==> src/rtl/vga_render_pipe.sv <==
// Two-stage pixel renderer: per-frame game-state snapshot, hit detection in
// stage 1, colour selection and collision accumulation in stage 2.
module vga_render_pipe #(
  parameter int N_OBS        = 10,
  parameter int X_W          = 10,
  parameter int Y_W          = 9,
  parameter int PLAYER_X     = 160,
  parameter int PLAYER_SIZE  = 40,
  parameter int BLINK_FRAMES = 16
) (
  input  logic                   clk,
  input  logic                   rst,
  input  logic                   frame_start,
  input  logic                   pix_valid,
  input  logic [X_W-1:0]         pix_x,
  input  logic [Y_W-1:0]         pix_y,
  input  logic [1:0]             gamemode,
  input  logic [Y_W-1:0]         player_y,
  input  logic [N_OBS*2*X_W-1:0] obstacle_x,
  input  logic [N_OBS*2*Y_W-1:0] obstacle_y,
  output logic [7:0]             rgb,
  output logic                   rgb_valid,
  output logic                   collide_out
);

  typedef enum logic [1:0] {
    MODE_INIT  = 2'b00,
    MODE_RUN   = 2'b01,
    MODE_PAUSE = 2'b10,
    MODE_OVER  = 2'b11
  } mode_e;

  localparam logic [7:0] COL_BLANK      = 8'b000_000_00;
  localparam logic [7:0] COL_OVERLAP    = 8'b111_000_11;
  localparam logic [7:0] COL_PLAYER     = 8'b000_000_11;
  localparam logic [7:0] COL_PLAYER_END = 8'b111_111_11;
  localparam logic [7:0] COL_OBSTACLE   = 8'b111_011_00;
  localparam logic [7:0] COL_BG_INIT    = 8'b110_110_11;
  localparam logic [7:0] COL_BG_RUN     = 8'b000_111_00;
  localparam logic [7:0] COL_BG_PAUSE   = 8'b111_111_00;
  localparam logic [7:0] COL_BG_OVER    = 8'b111_000_00;

  localparam int BW = $clog2(2 * BLINK_FRAMES);
  localparam logic [BW-1:0] BLINK_HALF = BW'(BLINK_FRAMES);
  localparam logic [BW-1:0] BLINK_LAST = BW'(2 * BLINK_FRAMES - 1);

  // One extra bit on every player bound so the bottom/right edge cannot wrap.
  localparam logic [X_W:0] PX_LO = (X_W + 1)'(PLAYER_X);
  localparam logic [X_W:0] PX_HI = (X_W + 1)'(PLAYER_X + PLAYER_SIZE);
  localparam logic [Y_W:0] PSIZE = (Y_W + 1)'(PLAYER_SIZE);

  // ---------------------------------------------------------------- snapshot
  mode_e                  mode_q;
  logic [Y_W-1:0]         py_q;
  logic [N_OBS*2*X_W-1:0] obs_x_q;
  logic [N_OBS*2*Y_W-1:0] obs_y_q;
  logic [BW-1:0]          blink_q;

  // NOTE: sequential state uses non-blocking assignments only, so every
  // register samples the pre-edge value of its neighbours.
  always_ff @(posedge clk) begin
    if (rst) begin
      mode_q  <= MODE_INIT;
      py_q    <= '0;
      obs_x_q <= '0;
      obs_y_q <= '0;
    end else if (frame_start) begin
      mode_q  <= mode_e'(gamemode);
      py_q    <= player_y;
      obs_x_q <= obstacle_x;
      obs_y_q <= obstacle_y;
    end
  end

  // Blink phase advances only across consecutive paused frames.
  always_ff @(posedge clk) begin
    if (rst) begin
      blink_q <= '0;
    end else if (frame_start) begin
      if (mode_e'(gamemode) != MODE_PAUSE) begin
        blink_q <= '0;
      end else if (mode_q == MODE_PAUSE) begin
        blink_q <= (blink_q == BLINK_LAST) ? '0 : blink_q + BW'(1);
      end
    end
  end

  // ------------------------------------------------------ stage 1 hit logic
  logic [X_W:0]     x_ext;
  logic [Y_W:0]     y_ext;
  logic [Y_W:0]     py_lo;
  logic [Y_W:0]     py_hi;
  logic             player_hit;
  logic             player_hide;
  logic [N_OBS-1:0] obs_hit;

  assign x_ext = {1'b0, pix_x};
  assign y_ext = {1'b0, pix_y};
  assign py_lo = {1'b0, py_q};
  assign py_hi = py_lo + PSIZE;

  assign player_hit = (x_ext >= PX_LO) && (x_ext < PX_HI) &&
                      (y_ext >= py_lo) && (y_ext < py_hi);

  assign player_hide = (mode_q == MODE_PAUSE) && (blink_q >= BLINK_HALF);

  for (genvar g = 0; g < N_OBS; g++) begin : g_obs
    logic [X_W-1:0] left;
    logic [X_W-1:0] right;
    logic [Y_W-1:0] top;
    logic [Y_W-1:0] bottom;
    logic           enabled;

    assign left    = obs_x_q[g*2*X_W +: X_W];
    assign right   = obs_x_q[g*2*X_W+X_W +: X_W];
    assign top     = obs_y_q[g*2*Y_W +: Y_W];
    assign bottom  = obs_y_q[g*2*Y_W+Y_W +: Y_W];
    assign enabled = !((left == right) && (top == bottom));

    // Half-open bounds: inverted or zero-width boxes never match.
    assign obs_hit[g] = enabled &&
                        (pix_x >= left) && (pix_x < right) &&
                        (pix_y >= top)  && (pix_y < bottom);
  end

  logic             v1;
  logic             phit1;
  logic             hide1;
  mode_e            mode1;
  logic [N_OBS-1:0] ohit1;

  // Mode and blink state travel with the pixel so a snapshot landing while
  // a pixel is in flight cannot change that pixel's colour.
  always_ff @(posedge clk) begin
    if (rst) begin
      v1    <= 1'b0;
      phit1 <= 1'b0;
      hide1 <= 1'b0;
      mode1 <= MODE_INIT;
      ohit1 <= '0;
    end else begin
      v1    <= pix_valid;
      phit1 <= player_hit;
      hide1 <= player_hide;
      mode1 <= mode_q;
      ohit1 <= obs_hit;
    end
  end

  // ---------------------------------------------------- stage 2 colour mux
  logic       player_vis;
  logic       any_obs;
  logic       overlap;
  logic [7:0] colour;

  assign player_vis = phit1 && !hide1;
  assign any_obs    = |ohit1;
  assign overlap    = v1 && player_vis && any_obs;

  // NOTE: colour gets a default before any branch, so no path leaves it
  // unassigned and no latch is inferred.
  always_comb begin
    colour = COL_BLANK;
    if (!v1) begin
      colour = COL_BLANK;
    end else if (player_vis && any_obs) begin
      colour = COL_OVERLAP;
    end else if (player_vis) begin
      colour = (mode1 == MODE_OVER) ? COL_PLAYER_END : COL_PLAYER;
    end else if (any_obs) begin
      colour = COL_OBSTACLE;
    end else begin
      unique case (mode1)
        MODE_INIT:  colour = COL_BG_INIT;
        MODE_RUN:   colour = COL_BG_RUN;
        MODE_PAUSE: colour = COL_BG_PAUSE;
        MODE_OVER:  colour = COL_BG_OVER;
      endcase
    end
  end

  always_ff @(posedge clk) begin
    if (rst) begin
      rgb       <= COL_BLANK;
      rgb_valid <= 1'b0;
    end else begin
      rgb       <= colour;
      rgb_valid <= v1;
    end
  end

  // ---------------------------------------------------- collision tracking
  logic collide_acc;

  always_ff @(posedge clk) begin
    if (rst) begin
      collide_acc <= 1'b0;
      collide_out <= 1'b0;
    end else if (frame_start) begin
      collide_out <= collide_acc | overlap;
      collide_acc <= 1'b0;
    end else begin
      collide_acc <= collide_acc | overlap;
    end
  end

endmodule

==> config.mk <==
export PLATFORM = sky130hd
export DESIGN_NAME = vga_render_pipe
export DESIGN_NICKNAME = d
export VERILOG_FILES = /design/src/rtl/vga_render_pipe.sv
export SDC_FILE = /design/constraint.sdc
export NUM_CORES = 1
export LEC_CHECK = 0
export CAP_MARGIN = 20
export CORE_MARGIN = 1.5
export CORE_UTILIZATION = 35
export CTS_CLUSTER_DIAMETER = 60
export DETAILED_ROUTE_END_ITERATION = 16
export PLACE_DENSITY = 0.59
export SYNTH_ARGS = -nofsm -noshare
export SYNTH_HDL_FRONTEND = slang
export SYNTH_SLANG_ARGS = --single-unit
export TNS_END_PERCENT = 20
==> constraint.sdc <==
create_clock -name clk -period 2.9 [get_ports clk]
set_input_delay 0.29 -clock clk [delete_from_list [all_inputs] [get_ports clk]]
set_output_delay 0.29 -clock clk [all_outputs]
set_load 0.01 [all_outputs]
## Yosys cells after proc, flatten, opt, wreduce, memory -nomap -nowiden

Index checks and enable logic that the tools add are counted.

- Flip-flop bits (word level): 422
- Output and inout port bits: 10
- Logic and storage cells: 174

- $add $sub $neg: 2
- Magnitude comparators: 45
- Equal/unequal tests: 26
- Multiplexer cells: 8
- Bitwise operators: 2
- Reductions and logical operators: 76

Operators with widths:

| operator | number |
|---|---|
| $eq A10 B10 Y1 | 10 |
| $ge A10 B10 Y1 | 10 |
| $lt A10 B10 Y1 | 10 |
| $ge A9 B9 Y1 | 11 |
| $eq A9 B9 Y1 | 10 |
| $lt A9 B9 Y1 | 10 |
| $logic_and A1 B1 Y1 | 58 |
| $mux W8 | 4 |
| $pmux W8 S4 | 1 |
| $mux W5 | 3 |
| $logic_not A1 Y1 | 11 |
| $add A9 B6 Y10 const B | 1 |
| $ge A10 B8 Y1 const B | 1 |
| $lt A10 B8 Y1 const B | 1 |
| $lt A9 B10 Y1 | 1 |
| $reduce_or A10 Y1 | 1 |
| $eq A2 B2 Y1 const B | 3 |
| $add A5 B1 Y5 const B | 1 |
| $eq A5 B5 Y1 const B | 1 |
| $ge A5 B5 Y1 const B | 1 |
| $reduce_or A2 Y1 | 2 |
| $reduce_or A3 Y1 | 1 |
| $eq A2 B1 Y1 const B | 1 |
| $logic_not A2 Y1 | 1 |
| other kinds (5) | 5 |

## Longest topological paths before layout

Gate-level depths: netlist of the first run.

- Depth in word-level cells: 7
- Gate-level depth with buffers: 9

## Least setup slack after synthesis of the first run

OpenSTA, ideal clock, no wires.

- Path kind: register -> register
- Start point: reg py_q[3]
- End point: reg phit1
- Library setup time: 0.058 ns
- Arrival: 1.979 ns
- Required time: 2.842 ns
- Setup slack: 0.863 ns
- Cell stages (with the launch flop): 10
- Buffers on the path: 0
- Clock period less this slack: 2.037 ns
- Path through: dfxtp_1 > ha_1 > o21ai_0 > xnor2_1 > ha_1 > a21oi_1 > nor2b_1 > or4_1 > nor3_1 > o211a_1

- Word-level cells in the longest chain between the ends: 3

RTL lines:

| item | line | source |
|---|---|---|
| start: declaration | 54 | `logic [Y_W-1:0] py_q;` |
| start signal: assignment | 69 | `py_q <= player_y;` |
| $add A9 B6 Y10 or $ge A9 B9 Y1 (tied branches) | 100, 103 |  |
| $lt A9 B10 Y1 or $logic_and A1 B1 Y1 (tied branches) | 103, 102 |  |
| $logic_and A1 B1 Y1 (*) | 103 | `(y_ext >= py_lo) && (y_ext < py_hi);` |
| end signal: assignment | 143 | `phit1 <= player_hit;` |
| end: declaration | 127 | `logic phit1;` |

Every way passes the cells marked *; elsewhere a longest branch is shown, timed or not.
A chain may end at the register's enable or synchronous reset.

## Worst setup path in the final report of the first run

- Start point: reg py_q[4]
- End point: reg phit1

Same word-level chain as after synthesis.

==> impl_metrics.csv, run 1 <==
group,metric,value,unit
critical_path,crit_top_cell,"ha_1",
global_routing,grt_max_degree,110,
timing,fin_setup_tns,0,ps
cells_and_area,fin_nets,4083,
cells_and_area,post-route-util,45.3,%
drt,viasPerCell,4.87,
drt,wl_per_cell,19.0,um
floorplanning,initial_core_util,35.3,%
logic_synthesis,synth-edff-count,0,
timing,rsz0062_at_grt,"no",
cts,cts_tree,"yes",
timing,slew_headroom,45.8,%
timing,fmax,448,MHz
drt,ant_nets,0,
cts,cts-buffers-inserted,55,
critical_path,end_kind,"register",
run,max-cap-violations,0,
critical_path,slowest_delay,440,ps
logic_synthesis,syn_nets,3647,
critical_path,arrival,2780,ps
placed_design,port_buffers,423,
drt,drtIter0Drc,1138,
logic_synthesis,synth_cell_types,56,
cts,post_cts_resized,0,
critical_path,crit_slowest_cell,"or4_1",
critical_path,cp_max_fo,4,
logic_synthesis,netlist_instances,2851,
cts,clk_latency,610,ps
timing,timing.final.ws_setup,666,ps
logic_synthesis,ys_ff_latch,420,
cells_and_area,area_growth,28.6,%
critical_path,crit_type,"register to register",
global_routing,grt_pass1_wl,122000,um
timing,worst_slew_pin_slew,813,ps
placed_design,gp_congestion,0.836,
power_and_ir_drop,p_per_area,504,nW/um^2
placed_design,dp_cells,4189,
cts,clkTransAtPathRegs,60,ps
floorplanning,io_pins,424,
power_and_ir_drop,p_leak,14.4,nW
floorplanning,std_cell_rows,99,
floorplanning,fp.dieArea,75000,um^2
timing,maxSlewViolCount,0,
timing,min_period,2230,ps
timing,hold_viol_final,0,
global_routing,overflow,0,
floorplanning,die_w,274,um
floorplanning,core_area,72800,um^2
logic_synthesis,synth_area,25700,um^2
cells_and_area,fillers,7188,
drt,drc,0,
cts,post-cts-setup-buffers,0,
cts,cts_max_level,2,
hold_path,hp-class,"primary input to register",
drt,first_pass_iters,5,
logic_synthesis,async_flop_share,0,%
global_routing,grt_pass1_vias,20600,
cells_and_area,finalNonFillerCells,4292,
placed_design,pre_cts_ws,279,ps
drt,wl,81600,um
logic_synthesis,yosysWarnings,0,
timing,holdWs,53.2,ps
global_routing,grtUsageTotal,21.4,%
cells_and_area,drive_gt1_share,4.92,%
logic_synthesis,syn-mean-instance-area,9.01,um^2
critical_path,cp.required,3450,ps
cts,hold_buffers,0,
timing,period_share,77.0,%
drt,vias,20900,
critical_path,start_kind,"register",
cts,cts-root-buf,"clkbuf_16",
critical_path,crit_chain,"ha_1, o21ai_0, xnor2_1, ha_1, a21oi_1, nor2b_1, or4_1, nor3_1, o211a_1",
logic_synthesis,yosysSeqAreaShare,32.7,%
status,status,"complete, no violations",
power_and_ir_drop,vdd_drop_max,420,uV
timing,fin_worst_skew,20.6,ps
placed_design,hpwl,62200,um
logic_synthesis,synth_ff_type,"dfxtp_1",
floorplanning,dieHeight,274,um
cts,cts_buffer_depth,3,
global_routing,antenna_found_initial,10,
timing,setup_violations,0,
cts,cts_sinks,420,
[cells by family (layout without fill, tap and decap cells)]
| family | count (synthesis) | after routing | share of synthesized area [%] |
|---|---|---|---|
| compound gates | 323 | 323 | 7.95 |
| xor+xnor | 195 | 195 | 6.65 |
| fa+ha+maj | 382 | 382 | 18.6 |
| buf+inv | 456 | 936 | 6.90 |
| flops | 420 | 420 | 32.7 |
| mux | 391 | 391 | 15.2 |
| other cells | 0 | 2 | 0 |
| simple gates | 684 | 684 | 11.9 |
[layout by cell type (no fill, tap or decap), drive strengths merged, types with 5 or more instances in the layout]
cell type,synthesis,routed
buf,46,69
or3,8,8
dfxtp,420,420
nand2b,26,26
and3,8,8
o2111ai,9,9
mux2i,391,391
a221oi,5,5
or4,6,6
nor2b,19,19
clkinv,0,10
xor2,40,40
a21o,34,34
clkbuf,48,72
nand2,68,68
nor3,17,17
a2111oi,13,13
a211oi,23,23
o31ai,6,6
ha,382,382
inv,362,373
o211ai,9,9
xnor2,155,155
bufinv,0,5
nand4,55,55
a21oi,107,107
nor4,29,29
nor2,416,416
o21ai,65,65
nand3,26,26
a31oi,13,13
o21a,10,10
clkdlybuf4s50,0,404
[cell type report]
| class | instances | area (um^2) | area share (%) |
|---|---|---|---|
| antenna | 2 | 5.00 | 0.0152 |
| clock inverter | 29 | 340 | 1.03 |
| multi-input combinational | 1975 | 15500 | 47.0 |
| sequential | 420 | 8410 | 25.5 |
| tap | 959 | 1200 | 3.63 |
| inverter | 362 | 1360 | 4.11 |
| timing repair buffer | 473 | 4700 | 14.2 |
| clock buffer | 72 | 1510 | 4.58 |
[registers in the layout, summed over array words and instances, names as in the netlist, 2 cells and up]
name	flops
blink_q	5
mode_q	2
ohit1	10
rgb	6
obs_x_q	200
py_q	9
mode1	2
obs_y_q	180
[metrics by stage]
stage	total power (W)	cell area [um^2]
after floorplan	0.00835	25700
after global placement	0.00975	31200
after detailed placement	0.00978	31200
after CTS	0.0169	33000
after global routing	0.0175	33000
final	0.0167	33000
[synth_stat cells (all sizes together), types with 3 or more instances]
cell type | count | share of area [%]
dfxtp | 420 | 33
nor2 | 416 | 6.1
mux2i | 391 | 15
ha | 382 | 19
inv | 362 | 5.3
xnor2 | 155 | 5.3
a21oi | 107 | 2.1
nand2 | 68 | 0.99
o21ai | 65 | 1.3
nand4 | 55 | 1.3
clkbuf | 48 | 0.70
buf | 46 | 0.91
xor2 | 40 | 1.4
a21o | 34 | 0.99
nor4 | 29 | 0.76
nand2b | 26 | 0.66
nand3 | 26 | 0.51
a211oi | 23 | 0.67
nor2b | 19 | 0.46
nor3 | 17 | 0.33
a2111oi | 13 | 0.47
a31oi | 13 | 0.32
o21a | 10 | 0.29
o2111ai | 9 | 0.31
o211ai | 9 | 0.26
and3 | 8 | 0.20
or3 | 8 | 0.19
o31ai | 6 | 0.18
or4 | 6 | 0.19
a221oi | 5 | 0.17
a22oi | 4 | 0.12
o21bai | 4 | 0.12
o221ai | 4 | 0.14
a211o | 3 | 0.10
o22ai | 3 | 0.073
[critical path: cells and delay by family, from the launching register on]
family | cells | cell delay (ps)
and+or+nand+nor | 3 | 650
adders and majority gates | 2 | 530
AOI/OAI and AO/OA | 3 | 410
DFF | 1 | 410
xor gates and xnor gates | 1 | 180
[worst paths after layout]
| check | from | to | slack (ps) | depth (start not counted) |
|---|---|---|---|---|
| max reg2reg | py_q[4] | phit1 | 670 | 9 |
| max | py_q[4] | phit1 | 670 | 9 |
| min reg2reg | blink_q[1] | blink_q[1] | 480 | 2 |
| min | rst | obs_x_q[131] | 50 | 2 |
[metal layers]
metal | GRT usage, % | wire, um | up-vias
met4 | 5.23 | 1850 | 12
met2 | 34.4 | 35900 | 492
met1 | 29.2 | 38600 | 9662
met3 | 4.48 | 5100 | 108
li1 | - | - | 10600
met5 | 0 | 87 | -
[report_power, final]
group	internal (W)	switching, W	total (W)
Combinational	0.00164	0.00151	0.00315
Clock	0.00417	0.00285	0.00702
Sequential	0.00611	0.000386	0.00650
Total	0.0119	0.00474	0.0167
(Power assumes the default switching activity.)
==> inputs of run 2 (changes only) <==
==> constraint.sdc (replaced) <==
create_clock -name clk -period 2.15 [get_ports clk]
set_input_delay 0.215 -clock clk [delete_from_list [all_inputs] [get_ports clk]]
set_output_delay 0.215 -clock clk [all_outputs]
set_load 0.01 [all_outputs]
==> impl_metrics.csv, run 2 (same netlist as run 1, synthesis figures left out) <==
group,metric,value,unit
placed_design,post_dp_cell_area,31500,um^2
cells_and_area,fin_nets,4115,
cts,cts-root-buf,"clkbuf_16",
drt,wl_per_cell,19.1,um
floorplanning,fp.dieArea,75000,um^2
drt,dr_wl_met3,4370,um
hold_path,hold_depth,3,
status,status,"complete, no violations",
timing,fin_setup_tns,0,ps
cts,cts_tree,"yes",
critical_path,end_kind,"register",
cts,clk_latency,620,ps
drt,viasPerCell,4.86,
timing,rsz0062_at_grt,"no",
timing,maxSlewViolCount,0,
global_routing,grt_pass1_wl,123000,um
timing,min_period,2040,ps
global_routing,grt_max_degree,85,
drt,route.met2.wl,36600,um
hold_path,hp-class,"primary input to register",
timing,slew_headroom,45.8,%
critical_path,start_kind,"register",
cells_and_area,design_area,33300,um^2
power_and_ir_drop,clockPowerShare,40.4,%
cells_and_area,final_cell_mix,"dfxtp_1 (419), nor2_1 (416), clkdlybuf4s50_1 (404)",
cts,cts_buffer_depth,3,
placed_design,gp_congestion,0.873,
drt,wl,82500,um
timing,hold_viol_final,0,
cells_and_area,layout_commonest_cell,"dfxtp_1",
cts,cts_sinks,420,
floorplanning,die_w,274,um
critical_path,crit_type,"register to register",
floorplanning,dieHeight,274,um
critical_path,regToRegSetupSlack,110,ps
power_and_ir_drop,p_int,0.0156,W
placed_design,hpwl,64500,um
global_routing,antenna_found_initial,9,
placed_design,port_buffers,423,
run,max-cap-violations,0,
timing,timing.final.ws_setup,107,ps
cts,cts-buffers-inserted,51,
critical_path,r2r-end,"ohit1[8]",
global_routing,grtUsageTotal,21.6,%
critical_path,cp.required,2660,ps
cells_and_area,reg_top3,"obs_x_q (200), obs_y_q (180), ohit1 (10)",
drt,drc,0,
critical_path,slowest_delay,430,ps
cells_and_area,finalNonFillerCells,4321,
hold_path,hold_end,"obs_x_q[89]",
cells_and_area,drive_gt1_share,6.13,%
cells_and_area,largest_register,"obs_x_q",
power_and_ir_drop,switching_power,0.00642,W
timing,period_share,95.0,%
drt,top_layer,"met5",
critical_path,crit_chain,"inv_1, ha_1, nor3_1, or4_1, a2111oi_1, nand3_1, nor4_1",
cts,cts_max_level,2,
critical_path,arrival,2550,ps
global_routing,grt_pass1_vias,20900,
drt,wl_met1,39700,um
cells_and_area,largest_reg_flops,200,
power_and_ir_drop,seqPwrFrac,39.8,%
critical_path,crit_slowest_cell,"dfxtp_1",
power_and_ir_drop,p_leak,14.5,nW
critical_path,r2r_start,"obs_y_q[151]",
global_routing,overflow,0,
cells_and_area,post-route-util,45.7,%
cts,clkTransAtPathRegs,60,ps
timing,setup_violations,0,
cts,post-cts-setup-buffers,0,
power_and_ir_drop,p_per_area,661,nW/um^2
drt,vias,21000,
power_and_ir_drop,vdd_drop_max,605,uV
critical_path,path_buf_inv,1,
drt,drtIter0Drc,1139,
critical_path,critPathTopFamily,"simple AND/OR/NAND/NOR gates",
timing,fin_worst_skew,29.3,ps
floorplanning,std_cell_rows,99,
timing,fmax,490,MHz
floorplanning,initial_core_util,35.3,%
critical_path,cp_max_fo,3,
drt,ant_nets,0,
timing,worst_slew_pin_slew,813,ps
floorplanning,io_pins,424,
power_and_ir_drop,comb_power_share,19.8,%
placed_design,pre_cts_ws,-358,ps
hold_path,hp-start,"frame_start",
drt,first_pass_iters,5,
placed_design,dp_cells,4224,
cells_and_area,area_growth,29.5,%
critical_path,r2r_cells,7,
power_and_ir_drop,sw_frac_of_total,29.2,%
floorplanning,core_area,72800,um^2
==> run 2: cell types whose count changed in the layout (fill, tap and decap cells not counted), sizes merged <==
cell / before / now
bufinv: 5 / 3
dlygate4sd3: 0 / 1
inv: 373 / 372
clkinv: 10 / 15
diode: 2 / 1
clkbuf: 72 / 62
clkinvlp: 3 / 5
buf: 69 / 104
==> run 2: final cells by class <==
type / count / area (um^2)
flip-flops and latches: 420 / 8410
multi-input cells: 1975 / 15500
diodes: 1 / 2.50
clock inverters: 33 / 352
well taps: 959 / 1200
inverters: 362 / 1360
repair buffers: 509 / 5020
fillers: 7098 / 39600
clock buffers: 62 / 1390
==> run 2: tightest hold or removal path, stage by stage <==
cell and delay [ps]:
buf_8 170, mux2i_1 140, nor2_1 70
==> run 2: worst max path at each step <==
stage / from / endpoint / slack (ps) / cells past startpoint
6_report: obs_y_q[151] / ohit1[8] / 110 / 7
3_5_place_dp: pix_x[0] / ohit1[6] / -360 / 10
5_1_grt: obs_y_q[151] / ohit1[8] / 20 / 7
3_3_place_gp: pix_x[0] / ohit1[6] / -340 / 10
2_1_floorplan: py_q[3] / phit1 / 110 / 9
4_1_cts: py_q[3] / phit1 / 20 / 9
==> run 2: per-layer routing <==
metal	vias to the layer above	track usage, %
met5	-	0
met4	6	5.39
met3	83	3.21
met2	520	34.9
met1	9733	30.0
li1	10700	-
==> run 2: power groups by stage <==
stage	combinational [W]	clock, W	sequential, W
after detailed placement	0.00434	0	0.00894
after floorplan	0.00253	0	0.00873
after CTS	0.00438	0.00910	0.00877
after global routing	0.00490	0.00940	0.00882
final	0.00436	0.00888	0.00877
after global placement	0.00429	0	0.00893
==> run 2: repair_timing <==
action,in CTS,in global routing
endpoints found under the setup margin,0,6
hold buffers,1,0
hold endpoints to repair,1,0
gates resized for setup,0,12
==> run 2: per-stage QoR <==
step	power (W)	hold WS, ps
2_1_floorplan	0.0113	343
3_3_place_gp	0.0132	464
3_5_place_dp	0.0133	473
4_1_cts	0.0222	12.9
5_1_grt	0.0231	26.3
6_report	0.0220	45.2
